File: config.mk
export PLATFORM = sky130hd
export DESIGN_NAME = z16_prog_loader
export DESIGN_NICKNAME = d
export VERILOG_FILES = /design/src/rtl/z16_loader_pkg.sv /design/src/rtl/z16_loader_timeout.sv /design/src/rtl/z16_prog_loader.sv
export SDC_FILE = /design/constraint.sdc
export NUM_CORES = 1
export LEC_CHECK = 0
export BUFFER_PORTS_ARGS = -buffer_cell sky130_fd_sc_hd__buf_2
export CORE_ASPECT_RATIO = 0.6
export CORE_MARGIN = 8
export CORE_UTILIZATION = 60
export CTS_CLUSTER_DIAMETER = 120
export DETAILED_ROUTE_END_ITERATION = 12
export PLACE_DENSITY = 0.81
export SYNTH_ARGS = -nofsm -noshare
export SYNTH_HDL_FRONTEND = slang
export SYNTH_SLANG_ARGS = --single-unit
File: constraint.sdc
create_clock -name i_clk -period 6.88 [get_ports i_clk]
set_input_delay 0.688 -clock i_clk [delete_from_list [all_inputs] [get_ports i_clk]]
set_output_delay 0.688 -clock i_clk [all_outputs]
set_load 0.02 [all_outputs]
File: src/rtl/z16_loader_pkg.sv
// Shared types and constants for the Z16 serial program loader.
package z16_loader_pkg;

   typedef enum logic [2:0] {
      S_IDLE,
      S_LEN,
      S_DLO,
      S_DHI,
      S_CHK,
      S_ERR
   } state_t;

   localparam logic [7:0] MAGIC_DEF      = 8'hA5;
   localparam int         BYTES_PER_WORD = 2;
   localparam int         HDR_BYTES      = 2;   // MAGIC + LEN

endpackage

File: src/rtl/z16_loader_timeout.sv
// Inter-byte idle counter; expire holds once the count reaches TIMEOUT_CYC.
module z16_loader_timeout #(
   parameter int TIMEOUT_CYC = 100000
) (
   input  logic clk,
   input  logic rst,
   input  logic clr,
   input  logic en,
   output logic expire
);

   localparam int CW = $clog2(TIMEOUT_CYC + 1);

   logic [CW-1:0] cnt;

   assign expire = (cnt == CW'(TIMEOUT_CYC));

   always_ff @(posedge clk) begin
      if (rst || clr)
         cnt <= '0;
      else if (en && !expire)
         cnt <= cnt + CW'(1);
   end

endmodule

File: src/rtl/z16_prog_loader.sv
// Framed byte stream -> little-endian 16-bit words into instruction RAM,
// holding the Z16 core in reset while an image is being transferred.
module z16_prog_loader
   import z16_loader_pkg::*;
#(
   parameter int          ADDR_W      = 8,
   parameter logic [7:0]  MAGIC       = MAGIC_DEF,
   parameter int          TIMEOUT_CYC = 100000
) (
   input  logic              i_clk,
   input  logic              i_rst,
   input  logic [7:0]        i_rx_data,
   input  logic              i_rx_valid,
   output logic              o_rx_ready,
   output logic              o_we,
   output logic [ADDR_W-1:0] o_waddr,
   output logic [15:0]       o_wdata,
   output logic              o_cpu_rst,
   output logic              o_done,
   output logic              o_err
);

   state_t            state;
   logic [7:0]        len;
   logic [7:0]        words;
   logic [7:0]        lo;
   logic [7:0]        sum;
   logic [ADDR_W-1:0] addr;
   logic              accept;
   logic              in_frame;
   logic              expire;

   assign accept   = i_rx_valid && o_rx_ready;
   assign in_frame = (state == S_LEN) || (state == S_DLO) ||
                     (state == S_DHI) || (state == S_CHK);

   z16_loader_timeout #(.TIMEOUT_CYC(TIMEOUT_CYC)) u_timeout (
      .clk    (i_clk),
      .rst    (i_rst),
      .clr    (accept || !in_frame),
      .en     (in_frame),
      .expire (expire)
   );

   always_ff @(posedge i_clk) begin
      if (i_rst) begin
         state      <= S_IDLE;
         len        <= '0;
         words      <= '0;
         lo         <= '0;
         sum        <= '0;
         addr       <= '0;
         o_rx_ready <= 1'b1;
         o_we       <= 1'b0;
         o_waddr    <= '0;
         o_wdata    <= '0;
         o_cpu_rst  <= 1'b0;
         o_done     <= 1'b0;
         o_err      <= 1'b0;
      end else begin
         o_we       <= 1'b0;
         o_done     <= 1'b0;
         o_rx_ready <= 1'b1;
         // A stalled frame aborts even if a byte lands on the expiry cycle.
         if (expire) begin
            state <= S_ERR;
            o_err <= 1'b1;
         end else if (accept) begin
            unique case (state)
               S_IDLE, S_ERR: begin
                  if (i_rx_data == MAGIC) begin
                     state     <= S_LEN;
                     o_cpu_rst <= 1'b1;
                     o_err     <= 1'b0;
                     addr      <= '0;
                     sum       <= '0;
                     words     <= '0;
                  end
               end
               S_LEN: begin
                  len <= i_rx_data;
                  if (i_rx_data == 8'd0) begin
                     state     <= S_IDLE;
                     o_cpu_rst <= 1'b0;
                  end else begin
                     state <= S_DLO;
                  end
               end
               S_DLO: begin
                  lo    <= i_rx_data;
                  sum   <= sum + i_rx_data;
                  state <= S_DHI;
               end
               S_DHI: begin
                  // Write cycle blocks the next byte so o_waddr/o_wdata stay coherent.
                  sum        <= sum + i_rx_data;
                  o_we       <= 1'b1;
                  o_wdata    <= {i_rx_data, lo};
                  o_waddr    <= addr;
                  o_rx_ready <= 1'b0;
                  addr       <= addr + ADDR_W'(1);
                  words      <= words + 8'd1;
                  state      <= ((words + 8'd1) == len) ? S_CHK : S_DLO;
               end
               S_CHK: begin
                  if (i_rx_data == sum) begin
                     state     <= S_IDLE;
                     o_done    <= 1'b1;
                     o_cpu_rst <= 1'b0;
                  end else begin
                     state <= S_ERR;
                     o_err <= 1'b1;
                  end
               end
               default: state <= S_IDLE;
            endcase
         end
      end
   end

endmodule

==> run metrics <==
Clock Skew roughly 6.5 ps; Core Area between 6000 and 7000 um2; drc violations 0; Die X 124.0 um; Via density around 5.9; Critical Path Start u_timeout.cnt[2]; Worst Path Max Fanout 35; post-synthesis instance area ~4200 um2; critical path's slowest cell or3_1; final hold vios 0; Leak Pwr 1.831 nW; DRT iter0 DRCs 276; H-Tree Depth 3; commonest non-fill, non-tap cell in the layout dfxtp_1; antenna violations before repair 0; Pwr Density between 200 and 250 nW/um2; slew margin rel. 0.2068; hold buffers post-CTS 0; max-cap viol count 0; clock latency on the worst-skew pair between 300 and 400 ps; Crit path largest cell delay 940 ps; Crit path required time approximately 7100 ps; Final Cycle Share 0.4132; Hold Worst Slack ~450 ps; R2R setup slack 4040 ps; ANT cells 0; post-synthesis net count 526; DRT Wirelength ~10000 um; I/O Pins 40; root buf cell clkbuf_16; most frequent cells in the layout dfxtp_1, nand2_1, nor2_1; Async S/R FF share, synth 0; Post-CTS Resized 0; count of cell types in the netlist 52; Rows 23; CP Launch Type register; Critical Path End words[7]; Layout Nets roughly 560; drt wl/cell 15.85 um; Crit. End Element register; largest net degree at the start of global routing 66; Worst Max-Slew Pin Slew 1190 ps; Synth area leader dfxtp_1; total die area 10010 um2; run status completed; post-DP HPWL between 6000 and 7000 um; Final Setup Violations 0; Slew Limit Fails 0; DIE HEIGHT ~81 um; number of synthesized flops with an enable pin 0; crit-path cells nor4b_1, and4_1, or3_1, nor2_1, o21ai_1, a21oi_1; GRT Total Usage 0.2068; worst r2r path cells 6; Post-CTS Setup Inserts 0; synthesized netlist cell count around 500; Synth Flop Type dfxtp_1; Worst Setup Path Type reg2reg; Yosys reg bits just under 90; RSZ-0062 raised after global routing no; final antenna-violating net count 0; synthesized area per cell about 8.3 um2; Placer Congestion between 0.8 and 0.9; largest cells by area after synthesis dfxtp_1, nand2_1, a21oi_1; first-pass GRT wire length approximately 16000 um; share of layout cells above drive strength 1 0.1362; TNS Setup 0 ps; worst-case clock buffer depth 2; critical path arrival between 3000 and 4000 ps; Vias roughly 3700; Seq/Total Area, Yosys 0.4246; post-synth top area share 0.4246; VDD IR max 167.1 uV; r2r startpoint u_timeout.cnt[2]; vias in the first global route approximately 3300; YS warnings 0; worst r2r dst words[7]; Congestion Overflow GR 0; 1st-pass router iterations 5; Syn-to-layout area delta 11.45%; fmax ~350 MHz; clk slew on worst S/H paths approximately 60 ps; fin crit period about 2800 ps; CTS tree done; total CTS buffers 9; Initial Util 0.6232; clock sink total 89; Hold Path Class reg2reg; Port Buffers 39
==> Yosys cell counts (all sizes together) (6+ instances only) <==
library cell,n
or3,7
ha,11
a21oi,52
inv,7
xnor2,12
nand2,74
and3,10
nor3,10
nand4,9
o21ai,24
nand3,13
buf,7
a211oi,6
xor2,18
mux2i,17
nor2,66
clkbuf,16
dfxtp,89
==> cell families after synthesis <==
kind of cell / share of synthesized area
AO/OA/AOI/OAI: 0.1491
XOR/XNOR: 0.06261
adder cells (fa/ha/maj): 0.03757
buffers and inverters: 0.03160
flip-flops: 0.4246
multiplexers: 0.04055
AND/OR/NAND/NOR: 0.2540
==> how the worst min path moves through the flow <==
stage           startpoint           to  slack (ps)  depth (start not counted)
6_report        o_wdata[9]   o_wdata[9]         450                          2
5_1_grt         o_wdata[9]   o_wdata[9]         470                          2
4_1_cts        o_wdata[13]  o_wdata[13]         450                          2
3_5_place_dp    o_wdata[9]   o_wdata[9]         440                          2
3_3_place_gp    o_waddr[2]   o_waddr[2]         440                          2
2_1_floorplan        lo[0]   o_wdata[0]         430                          2
==> flip-flops by register name, summed over array words and instances (netlist names), 3 cells and up <==
name           cells
addr               8
len                8
lo                 8
o_waddr            8
o_wdata           16
state              3
sum                8
u_timeout.cnt     17
words              8
==> stage by stage <==
step                      power, mW  setup WS (ps)  utilization  instance area, um2  cells
after floorplan              0.5425           4173            -                4197    503
after global placement       0.5534           3888       0.6555                4414    608
after detailed placement     0.5539           3871       0.6555                4414    608
after CTS                    0.9883           4064       0.6945                4677    623
after global routing          1.014           3758       0.6945                4677    623
final                        0.9793           4037       0.6945                4677    623
==> layer usage <==
| metal | up-vias | wire length, um | track usage |
|---|---|---|---|
| met4 | 0 | 147 | 0.06730 |
| met3 | 16 | 875 | 0.06574 |
| met5 | - | 0 | 0 |
| li1 | 1820 | - | - |
| met2 | 136 | 4173 | 0.2988 |
| met1 | 1721 | 4679 | 0.2875 |
==> power by group <==
part	internal [mW]	switching [mW]
clock	0.242	0.195
sequential	0.515	0.000221
combinational	0.00757	0.0198
==> worst max-delay path, delay by kind of cell, from the launching register on <==
family           cells  cell delay, ps
AO/OA/AOI/OAI        2             260
flip-flops           1             360
AND/OR/NAND/NOR      4            2060
==> area by class of cell <==
type | instances | area (um2)
Inverter | 7 | 26.28
Tap cell | 87 | 108.9
Fill cell | 566 | 2057
Clock buffer | 10 | 229.0
Sequential cell | 89 | 1782
Timing Repair Buffer | 41 | 210.2
Multi-Input combinational cell | 384 | 2287
Clock inverter | 5 | 33.78
Note: power is estimated with default switching activity, not from simulation.
